## src/rtl/kbdmus_pkg.sv

```systemverilog
// Shared encodings for the keyboard/mouse byte loader.
// Holds the byte_dst codes, keyboard FSM states, the frame length and the mouse snapshot type.
package kbdmus_pkg;
  localparam int KBD_BYTES = 5;

  typedef enum logic [1:0] {
    DST_KBD  = 2'd0,
    DST_MX   = 2'd1,
    DST_MY   = 2'd2,
    DST_MBTN = 2'd3
  } dst_e;

  typedef enum logic {
    KS_IDLE    = 1'b0,
    KS_COLLECT = 1'b1
  } kstate_e;

  typedef struct packed {
    logic [7:0] x;
    logic [7:0] y;
    logic [7:0] btn;
  } msnap_t;
endpackage

```

## src/rtl/kbdmus_if.sv

```systemverilog
// Byte-strobe input bus and keyboard/mouse result outputs of the loader.
// No backpressure: every byte_stb is consumed in the cycle it appears.
interface kbdmus_if;
  logic [7:0]  byte_in;
  logic        byte_stb;
  logic [1:0]  byte_dst;
  logic        frame_start;
  logic [39:0] kbd_out;
  logic        kbd_stb;
  logic [7:0]  mus_out;
  logic        mus_xstb;
  logic        mus_ystb;
  logic        mus_btnstb;
  logic        err;

  modport master (
    output byte_in, byte_stb, byte_dst, frame_start,
    input  kbd_out, kbd_stb, mus_out, mus_xstb, mus_ystb, mus_btnstb, err
  );

  modport slave (
    input  byte_in, byte_stb, byte_dst, frame_start,
    output kbd_out, kbd_stb, mus_out, mus_xstb, mus_ystb, mus_btnstb, err
  );
endinterface

```

## src/rtl/kbdmus_mseq.sv

```systemverilog
// Mouse emitter: X/Y staging, button-triggered 3-cycle X/Y/BTN strobe burst starting 1 cycle after the button byte.
// No backpressure; a button byte during a burst is held as a single pending snapshot (newest wins).
module kbdmus_mseq
  import kbdmus_pkg::*;
(
  input  logic       fclk,
  input  logic       rst,
  input  logic [7:0] byte_in,
  input  logic       byte_stb,
  input  logic [1:0] byte_dst,
  output logic [7:0] mus_out,
  output logic       mus_xstb,
  output logic       mus_ystb,
  output logic       mus_btnstb
);
  logic [7:0] stg_x, stg_y;
  msnap_t     cur_q, pend_snap_q, snap, start_snap;
  logic       pend_q;
  logic [1:0] phase_q;  // burst cycle currently on the outputs, 0 = none
  logic       btn;

  assign btn        = byte_stb && (byte_dst == DST_MBTN);
  assign snap       = '{x: stg_x, y: stg_y, btn: byte_in};
  // A button byte landing on the final burst cycle is newer than any pending one.
  assign start_snap = btn ? snap : pend_snap_q;

  always_ff @(posedge fclk or posedge rst) begin
    if (rst) begin
      stg_x       <= 8'h00;
      stg_y       <= 8'h00;
      cur_q       <= '0;
      pend_snap_q <= '0;
      pend_q      <= 1'b0;
      phase_q     <= 2'd0;
      mus_out     <= 8'h00;
      mus_xstb    <= 1'b0;
      mus_ystb    <= 1'b0;
      mus_btnstb  <= 1'b0;
    end else begin
      if (byte_stb && byte_dst == DST_MX) stg_x <= byte_in;
      if (byte_stb && byte_dst == DST_MY) stg_y <= byte_in;
      mus_xstb   <= 1'b0;
      mus_ystb   <= 1'b0;
      mus_btnstb <= 1'b0;
      case (phase_q)
        2'd1: begin
          mus_out  <= cur_q.y;
          mus_ystb <= 1'b1;
          phase_q  <= 2'd2;
        end
        2'd2: begin
          mus_out    <= cur_q.btn;
          mus_btnstb <= 1'b1;
          phase_q    <= 2'd3;
        end
        default: begin
          if (btn || pend_q) begin
            cur_q    <= start_snap;
            mus_out  <= start_snap.x;
            mus_xstb <= 1'b1;
            phase_q  <= 2'd1;
            pend_q   <= 1'b0;
          end else begin
            phase_q <= 2'd0;
          end
        end
      endcase
      if (btn && (phase_q == 2'd1 || phase_q == 2'd2)) begin
        pend_q      <= 1'b1;
        pend_snap_q <= snap;
      end
    end
  end
endmodule

```

## src/rtl/kbdmus_loader.sv

```systemverilog
// Assembles 5-byte keyboard frames into kbd_out (kbd_stb 1 cycle after last byte) and feeds the mouse emitter.
// No backpressure; stray bytes and inter-byte timeouts raise a one-cycle err.
module kbdmus_loader
  import kbdmus_pkg::*;
#(
  parameter int TIMEOUT   = 4096,
  parameter int KBD_BYTES = kbdmus_pkg::KBD_BYTES
) (
  input logic      fclk,
  input logic      rst,
  kbdmus_if.slave  bus
);
  localparam int TW = $clog2(TIMEOUT + 1);

  kstate_e       state_q, state_d;
  logic [2:0]    cnt_q, cnt_d;
  logic [TW-1:0] tmo_q, tmo_d;
  logic [39:0]   asm_q, asm_d, kbd_q, kbd_d;
  logic          kstb_q, kstb_d, err_q, err_d;
  logic          kbd_byte;

  assign kbd_byte = bus.byte_stb && (bus.byte_dst == DST_KBD);

  always_ff @(posedge fclk or posedge rst) begin
    if (rst) begin
      state_q <= KS_IDLE;
      cnt_q   <= 3'd0;
      tmo_q   <= '0;
      asm_q   <= 40'h0;
      kbd_q   <= 40'h0;
      kstb_q  <= 1'b0;
      err_q   <= 1'b0;
    end else begin
      state_q <= state_d;
      cnt_q   <= cnt_d;
      tmo_q   <= tmo_d;
      asm_q   <= asm_d;
      kbd_q   <= kbd_d;
      kstb_q  <= kstb_d;
      err_q   <= err_d;
    end
  end

  always_comb begin
    state_d = state_q;
    cnt_d   = cnt_q;
    tmo_d   = tmo_q;
    asm_d   = asm_q;
    kbd_d   = kbd_q;
    kstb_d  = 1'b0;
    err_d   = 1'b0;
    if (kbd_byte && bus.frame_start) begin
      // A restart silently discards any partial frame.
      asm_d[7:0] = bus.byte_in;
      cnt_d      = 3'd1;
      tmo_d      = '0;
      state_d    = KS_COLLECT;
    end else if (kbd_byte) begin
      if (state_q == KS_COLLECT) begin
        for (int i = 1; i < KBD_BYTES; i++)
          if (cnt_q == 3'(i)) asm_d[8*i +: 8] = bus.byte_in;
        tmo_d = '0;
        if (cnt_q == 3'(KBD_BYTES - 1)) begin
          kbd_d   = asm_d;
          kstb_d  = 1'b1;
          cnt_d   = 3'd0;
          state_d = KS_IDLE;
        end else begin
          cnt_d = cnt_q + 3'd1;
        end
      end else begin
        err_d = 1'b1;
      end
    end else if (state_q == KS_COLLECT) begin
      if (tmo_q == TW'(TIMEOUT - 1)) begin
        err_d   = 1'b1;
        tmo_d   = '0;
        cnt_d   = 3'd0;
        state_d = KS_IDLE;
      end else begin
        tmo_d = tmo_q + TW'(1);
      end
    end
  end

  assign bus.kbd_out = kbd_q;
  assign bus.kbd_stb = kstb_q;
  assign bus.err     = err_q;

  kbdmus_mseq u_mseq (
    .fclk       (fclk),
    .rst        (rst),
    .byte_in    (bus.byte_in),
    .byte_stb   (bus.byte_stb),
    .byte_dst   (bus.byte_dst),
    .mus_out    (bus.mus_out),
    .mus_xstb   (bus.mus_xstb),
    .mus_ystb   (bus.mus_ystb),
    .mus_btnstb (bus.mus_btnstb)
  );
endmodule
```

## src/flat_wrapper.sv

```systemverilog
// flat-port wrapper written by rule: the top's interface ports become plain ports
module kbdmus_loader_flat import kbdmus_pkg::*;
#(
  parameter int TIMEOUT   = 4096,
  parameter int KBD_BYTES = kbdmus_pkg::KBD_BYTES
)
  (fclk, rst, bus_byte_in, bus_byte_stb, bus_byte_dst, bus_frame_start, bus_kbd_out, bus_kbd_stb, bus_mus_out, bus_mus_xstb, bus_mus_ystb, bus_mus_btnstb, bus_err);
  kbdmus_if bus_i ();
  input logic fclk;
  input logic rst;
  input wire logic [$bits(bus_i.byte_in)-1:0] bus_byte_in;
  input wire logic [$bits(bus_i.byte_stb)-1:0] bus_byte_stb;
  input wire logic [$bits(bus_i.byte_dst)-1:0] bus_byte_dst;
  input wire logic [$bits(bus_i.frame_start)-1:0] bus_frame_start;
  output wire logic [$bits(bus_i.kbd_out)-1:0] bus_kbd_out;
  output wire logic [$bits(bus_i.kbd_stb)-1:0] bus_kbd_stb;
  output wire logic [$bits(bus_i.mus_out)-1:0] bus_mus_out;
  output wire logic [$bits(bus_i.mus_xstb)-1:0] bus_mus_xstb;
  output wire logic [$bits(bus_i.mus_ystb)-1:0] bus_mus_ystb;
  output wire logic [$bits(bus_i.mus_btnstb)-1:0] bus_mus_btnstb;
  output wire logic [$bits(bus_i.err)-1:0] bus_err;
  assign bus_i.byte_in = bus_byte_in;
  assign bus_i.byte_stb = bus_byte_stb;
  assign bus_i.byte_dst = bus_byte_dst;
  assign bus_i.frame_start = bus_frame_start;
  assign bus_kbd_out = bus_i.kbd_out;
  assign bus_kbd_stb = bus_i.kbd_stb;
  assign bus_mus_out = bus_i.mus_out;
  assign bus_mus_xstb = bus_i.mus_xstb;
  assign bus_mus_ystb = bus_i.mus_ystb;
  assign bus_mus_btnstb = bus_i.mus_btnstb;
  assign bus_err = bus_i.err;
  kbdmus_loader #(.TIMEOUT(TIMEOUT), .KBD_BYTES(KBD_BYTES)) u_core (.fclk(fclk), .rst(rst), .bus(bus_i));
endmodule
```

## config.mk

```make
export PLATFORM = sky130hd
export DESIGN_NAME = kbdmus_loader_flat
export DESIGN_NICKNAME = d
export VERILOG_FILES = /design/src/rtl/kbdmus_pkg.sv /design/src/rtl/kbdmus_if.sv /design/src/rtl/kbdmus_mseq.sv /design/src/rtl/kbdmus_loader.sv /design/src/flat_wrapper.sv
export SDC_FILE = /design/constraint.sdc
export NUM_CORES = 1
export LEC_CHECK = 0
export BUFFER_PORTS_ARGS = -buffer_cell sky130_fd_sc_hd__buf_4
export CORE_ASPECT_RATIO = 1.75
export CORE_MARGIN = 2
export CORE_UTILIZATION = 60
export CTS_CLUSTER_DIAMETER = 40
export CTS_CLUSTER_SIZE = 20
export DETAILED_ROUTE_END_ITERATION = 16
export PLACE_DENSITY = 0.89
export SLEW_MARGIN = 20
export SYNTH_ARGS = -nofsm -noshare
export SYNTH_HDL_FRONTEND = slang
export SYNTH_SLANG_ARGS = --single-unit
```

## constraint.sdc

```tcl
create_clock -name fclk -period 15.46 [get_ports fclk]
set_input_delay 2.319 -clock fclk [delete_from_list [all_inputs] [get_ports fclk]]
set_output_delay 2.319 -clock fclk [all_outputs]
set_load 0.03 [all_outputs]
```

==> impl_metrics.csv, run 1 <==
group,metric,value,unit
run_status,status,"completed",
min_path,min_from,"u_core.u_mseq.mus_out[2]",
critical_path,reg2reg_from,"u_core.u_mseq.phase_q[0]",
critical_path,critPathArrivalTime,4790,ps
power_and_ir_drop,p_sw,0.0004873,W
finish,drive_above_1_share,38.94,%
logic_synthesis,synth_area_leader_cell,"dfrtp_1",
cts,clock_latency,420,ps
global_routing,grt_pass1_wl,24340,um
timing,setup_viol,0,
timing,slew_violations,0,
floorplan,num_rows,51,
detailed_routing,first_iter_violations,216,
timing,timing.setup.tns,0,ps
cts,cts_max_path_buffers,2,
logic_synthesis,yosys-top-cells-count,"dfrtp_1, mux2_2, nand2_1",
critical_path,crit_type,"input port to flip-flop",
critical_path,worst-r2r-setup-slack,12860,ps
timing,hold_ws,476.4,ps
logic_synthesis,avgSynthCellArea,13.25,um2
critical_path,startpoint_type,"input port",
floorplan,die_area,0.01223,mm2
power_and_ir_drop,power_frac_clock,27.6,%
logic_synthesis,yosysWarnings,0,
cts,cts_buffers,17,
finish,nNetsFinal,592,
timing,worstMarginPinSlew,1069,ps
critical_path,cp-end-kind,"flip-flop",
logic_synthesis,synth_area_leaders,"dfrtp_1, mux2_2, mux2i_1",
min_path,min_delay_path_depth,1,
floorplan,die_h,144.8,um
detailed_routing,drc,0,
min_path,worstHoldPathType,"flip-flop to flip-flop",
floorplan,die_w,84.46,um
logic_synthesis,yosys.area.top_type_share,59.28,%
global_routing,overflow,0,
power_and_ir_drop,p_total,0.001464,W
logic_synthesis,netlist_instances,513,
placed_design,post_dp_cell_area,0.007373,mm2
power_and_ir_drop,seq_power_share,43.4,%
power_and_ir_drop,leakage,3.878,nW
timing,fin_crit_sh,28.99,%
min_path,hold_end,"u_core.u_mseq.mus_out[2]",
finish,fin_area,0.007950,mm2
critical_path,crit_required,15760,ps
logic_synthesis,ys.flop_type,"dfrtp_1",
power_and_ir_drop,ir_drop,0.0001348,V
power_and_ir_drop,pwr-share-comb,29.1,%
logic_synthesis,syn_area,0.006797,mm2
placed_design,dp_hpwl,9703,um
global_routing,antenna_found_initial,0,
cts,cts_htree_levels,4,
logic_synthesis,synth_nets,535,
detailed_routing,drt-wirelength-per-cell,21.27,um
finish,syn_to_final_growth,16.97,%
logic_synthesis,synth-seq-cells,161,
logic_synthesis,synth_cell_type_count,43,
timing,finClkSkew,9.894,ps
detailed_routing,final_antenna_net_count,0,
cts,post_cts.repair.setup_buffers,0,
job,drv_cap,0,
critical_path,r2r_end,"u_core.u_mseq.pend_snap_q[13]",
timing,relSlewSlack,28.59,%
floorplan,initial_utilization,61.21,%
logic_synthesis,yosysSeqAreaShare,59.28,%
cts,cts_hold_buf,0,
detailed_routing,routed_wl,15210,um
cts,cts_resized,0,
detailed_routing,num_vias,4389,
logic_synthesis,yosysMostFrequentCell,"dfrtp_1",
placed_design,portBuffers,66,
power_and_ir_drop,pwr_density_cell,184.2,mW/mm2
timing,min_period,4482,ps
power_and_ir_drop,internal-power,0.0009768,W
global_routing,grt_max_degree,89,
cts,cts_root_buffer,"clkbuf_16",
critical_path,crit_fanout,41,
detailed_routing,drt_pass1_iterations,5,
placed_design,gp_congestion,0.8422,
floorplan,ios,67,
detailed_routing,via_per_inst,6.138,
global_routing,grt_util_all_layers,26.28,%
global_routing,first_global_vias,4644,
logic_synthesis,synth_edf_count,0,
cts,cts_tree,"done",
power_and_ir_drop,p_sw_share,33.28,%
finish,antenna_cells,0,
logic_synthesis,async_flop_share,100.0,%
cts,clk_pin_slew,60,ps
timing,rsz0062_at_grt,"no",
timing,hold_violations,0,
cts,clock_sinks,161,
floorplan,design.core.area,0.01110,mm2
timing,fmax,0.2231,GHz
critical_path,reg2reg_depth,5,
routing by layer:
metal | vias up | track usage [%] | share of wire, %
met1 | 2255 | 29.59 | 36
met2 | 152 | 48.12 | 56
met3 | 32 | 5.048 | 4.9
met4 | 0 | 11.86 | 3.0
met5 | - | 0 | 0
li1 | 1950 | - | -
critical path, cell delays in order:
cell,delay [ps]
buf_4,130
or3b_1,660
nor3b_4,400
and2b_2,820
mux2_2,440
cells by family after synthesis:
family | count (synthesis) | share of synthesized area, %
flops | 161 | 59.28
mux | 139 | 22.70
simple gates | 86 | 6.444
compound gates | 74 | 7.382
buf+inv | 45 | 2.725
fa+ha+maj | 8 | 1.473
registers in the layout, indices dropped and copies added, names as in the netlist, 2 cells and up:
signal                     flops
u_core.bus.kbd_out            40
u_core.asm_q                  32
u_core.u_mseq.pend_snap_q     24
u_core.u_mseq.cur_q           16
u_core.tmo_q                  13
u_core.u_mseq.mus_out          8
u_core.u_mseq.stg_x            8
u_core.u_mseq.stg_y            8
u_core.cnt_q                   3
u_core.u_mseq.phase_q          2
stage by stage:
step,setup WS (ps),cells,util [%]
final,10980,715,71.60
after global routing,10850,715,71.60
after CTS,11020,715,71.60
after detailed placement,10600,683,66.41
after global placement,10660,683,66.41
after floorplan,8793,513,-
layout by cell type, fill, tap and decap left out, types with 4 or more instances in the layout:
master,n
dfrtp_1,161
mux2_2,119
buf_4,71
nand2_1,46
o21ai_0,25
mux2i_1,18
clkbuf_16,17
inv_1,11
nand3_1,10
a21o_1,10
a221oi_1,8
a311oi_1,8
ha_1,8
nand3b_1,5
a31oi_1,5
nand4_1,4
o22ai_1,4
clkinv_4,4
worst max-delay path by stage:
| stage | to | depth (start not counted) | slack, ps | from |
|---|---|---|---|---|
| after detailed placement | u_core.bus.kbd_out[26] | 5 | 10600 | bus_byte_dst[1] |
| after global routing | u_core.bus.kbd_out[38] | 5 | 10850 | bus_byte_dst[1] |
| after CTS | u_core.bus.kbd_out[38] | 5 | 11020 | bus_byte_dst[1] |
| final | u_core.bus.kbd_out[38] | 5 | 10980 | bus_byte_dst[1] |
| after global placement | u_core.bus.kbd_out[21] | 5 | 10660 | bus_byte_dst[1] |
| after floorplan | u_core.asm_q[0] | 1 | 8790 | rst |
cell type report:
class                   instances  area [um2]
inverters                      12       50.05
flip-flops and latches        161        4029
repair buffers                 71       533.0
clock buffers                  21       470.5
multi-input cells             307        2596
well taps                     132       165.2
fillers                       726        3153
clock inverters                11       106.4
power groups by stage:
stage | Combinational, W | Sequential, W | Clock [W]
after global routing | 0.000461 | 0.000648 | 0.000425
after global placement | 0.000399 | 0.000624 | 0
after CTS | 0.000427 | 0.000633 | 0.000408
after detailed placement | 0.000420 | 0.000636 | 0
final | 0.000426 | 0.000635 | 0.000404
after floorplan | 0.000252 | 0.000665 | 0
Power figures use the tool's default switching activity.
==> run 2, diff against run 1 <==
--- a/config.mk
+++ b/config.mk
@@ -8,11 +8,11 @@
 export BUFFER_PORTS_ARGS = -buffer_cell sky130_fd_sc_hd__buf_4
 export CORE_ASPECT_RATIO = 1.75
 export CORE_MARGIN = 2
-export CORE_UTILIZATION = 60
+export CORE_UTILIZATION = 53
 export CTS_CLUSTER_DIAMETER = 40
 export CTS_CLUSTER_SIZE = 20
 export DETAILED_ROUTE_END_ITERATION = 16
-export PLACE_DENSITY = 0.89
+export PLACE_DENSITY = 0.84
 export SLEW_MARGIN = 20
 export SYNTH_ARGS = -nofsm -noshare
 export SYNTH_HDL_FRONTEND = slang
==> constraint.sdc (replaced) <==
create_clock -name fclk -period 3.91 [get_ports fclk]
set_input_delay 0.5865 -clock fclk [delete_from_list [all_inputs] [get_ports fclk]]
set_output_delay 0.5865 -clock fclk [all_outputs]
set_load 0.03 [all_outputs]
==> run 2 against run 1 <==
Sequential share of layout area fell by 0.77 points. Die area increased by 13%. Core utilization decreased by 7.0 points. Clock-buffer cell count fell by 4. Clock power rose to 4.1 times the previous value. Critical endpoint is now u_core.state_q. Clock skew barely moved. Flip-flop and latch count did not move. Register-to-register slack worse by 11000 ps. First-iteration DRC count is 15% lower. Critical path type is now flip-flop to flip-flop.
==> impl_metrics.csv, run 2 (synthesis gave the netlist of run 1 again) <==
group,metric,value,unit
run_status,status,"completed",
critical_path,cp_num_cells,5,
critical_path,max_stage_delay,480,ps
critical_path,crit_start,"u_core.tmo_q[0]",
global_routing,overflow,0,
job,drv_cap,0,
timing,slew_violations,0,
global_routing,grt_util_all_layers,23.33,%
timing,rsz0062_at_grt,"no",
detailed_routing,first_iter_violations,184,
timing,setup_viol,0,
finish,nNetsFinal,597,
timing,finClkSkew,9.563,ps
critical_path,crit_end,"u_core.state_q",
floorplan,initial_utilization,54.37,%
critical_path,critPathArrivalTime,2600,ps
floorplan,ios,67,
critical_path,cp-end-kind,"flip-flop",
global_routing,first_global_vias,4610,
cts,cts_root_buffer,"clkbuf_16",
cts,cts_hold_buf,0,
floorplan,die_h,153.8,um
placed_design,portBuffers,66,
timing,relSlewSlack,38.12,%
power_and_ir_drop,pwr_density_cell,720.7,mW/mm2
detailed_routing,num_vias,4339,
finish,drive_above_1_share,39.63,%
critical_path,r2r_end,"u_core.state_q",
global_routing,grt_pass1_wl,24190,um
critical_path,crit_path_cell_trace,"ha_1, and4_1, nand4_1, mux2_2, a21o_1",
cts,clk_pin_slew,70,ps
placed_design,gp_congestion,0.8745,
power_and_ir_drop,ir_drop,0.0003916,V
critical_path,startpoint_type,"flip-flop",
cts,cts_buffers,17,
cts,cts_max_path_buffers,2,
power_and_ir_drop,p_total,0.005818,W
placed_design,dp_cells,724,
finish,largest_register_ffs,40,
cts,cts_htree_levels,4,
detailed_routing,via_per_inst,5.739,
detailed_routing,drt_pass1_iterations,4,
detailed_routing,routed_wl,14740,um
floorplan,design.core.area,0.01250,mm2
cts,clock_sinks,161,
timing,fin_crit_sh,58.27,%
cts,cts_resized,0,
floorplan,die_area,0.01378,mm2
critical_path,reg2reg_depth,5,
cts,post_cts.repair.setup_buffers,0,
finish,layout_common_cells,"dfrtp_1, mux2_2, buf_4",
finish,fill_cells,910,
critical_path,crit_required,4230,ps
critical_path,crit_fanout,14,
floorplan,num_rows,54,
placed_design,dp_hpwl,9991,um
power_and_ir_drop,leakage,3.926,nW
finish,fin_util,64.58,%
timing,timing.setup.tns,0,ps
cts,cts_tree,"done",
detailed_routing,final_antenna_net_count,0,
timing,fmax,0.4389,GHz
min_path,worstHoldPathType,"input port to async pin",
floorplan,die_w,89.60,um
critical_path,crit_type,"flip-flop to flip-flop",
critical_path,reg2reg_from,"u_core.tmo_q[0]",
timing,worstMarginPinSlew,926.2,ps
cts,clock_latency,430,ps
timing,min_period,2279,ps
global_routing,antenna_found_initial,0,
critical_path,worst-r2r-setup-slack,1630,ps
global_routing,grt_max_degree,54,
timing,hold_violations,0,
finish,antenna_cells,0,
finish,stdcell_count,756,
timing,hold_ws,352.4,ps
detailed_routing,drt-wirelength-per-cell,19.50,um
critical_path,crit_path_top_delay_cell,"nand4_1",
finish,syn_to_final_growth,18.78,%
finish,final_common_cell,"dfrtp_1",
critical_path,critPathBufInv,0,
critical_path,cpLargestDelayFamily,"simple AND/OR/NAND/NOR gates",
detailed_routing,drc,0,
[run 2: changes by cell type in the layout (fill, tap and decap cells not counted), sizes merged]
| cell | change |
|---|---|
| inv | +8 |
| buf | +5 |
| clkbuf | -4 |
| clkinv | -2 |
| clkinvlp | -2 |
[run 2: layout make-up]
cell class	instances	area, um2	share of cell area (%)
Tap cell	168	210.2	2.604
Sequential cell	161	4029	49.91
Timing Repair Buffer	76	595.6	7.378
Inverter	12	48.80	0.6045
Clock inverter	15	167.7	2.077
Multi-Input combinational cell	307	2596	32.16
Clock buffer	17	425.4	5.270
[run 2: per-stage QoR]
step | area, um2 | worst slack [ps]
6_report | 8073 | 1631
5_1_grt | 8073 | 1501
4_1_cts | 8073 | 1686
3_5_place_dp | 7480 | 1246
3_3_place_gp | 7480 | 1284
2_1_floorplan | 6800 | 1281
[run 2: power breakdown]
| part | switching, W | internal, W |
|---|---|---|
| clock network | 0.000737 | 0.000912 |
| registers | 0.000332 | 0.00217 |
| logic | 0.000902 | 0.000764 |
[run 2: how the worst min path moves through the flow]
stage / from / endpoint / slack, ps / cells past startpoint
floorplan: u_core.tmo_q[12] / u_core.bus.err / 440 / 1
global placement: u_core.u_mseq.mus_out[4] / u_core.u_mseq.mus_out[4] / 460 / 1
detailed placement: u_core.u_mseq.mus_out[7] / u_core.u_mseq.mus_out[7] / 470 / 1
CTS: rst / u_core.u_mseq.pend_snap_q[21] / 380 / 2
global route: rst / u_core.u_mseq.pend_snap_q[21] / 410 / 2
finish: rst / u_core.u_mseq.pend_snap_q[21] / 350 / 2
[run 2: routing by layer]
layer,share of wire (%),global-route usage (%),vias up
met5,0,0,-
met4,3.0,9.311,0
met3,3.6,4.992,33
met2,57,41.00,107
met1,37,26.74,2225
li1,-,-,1974
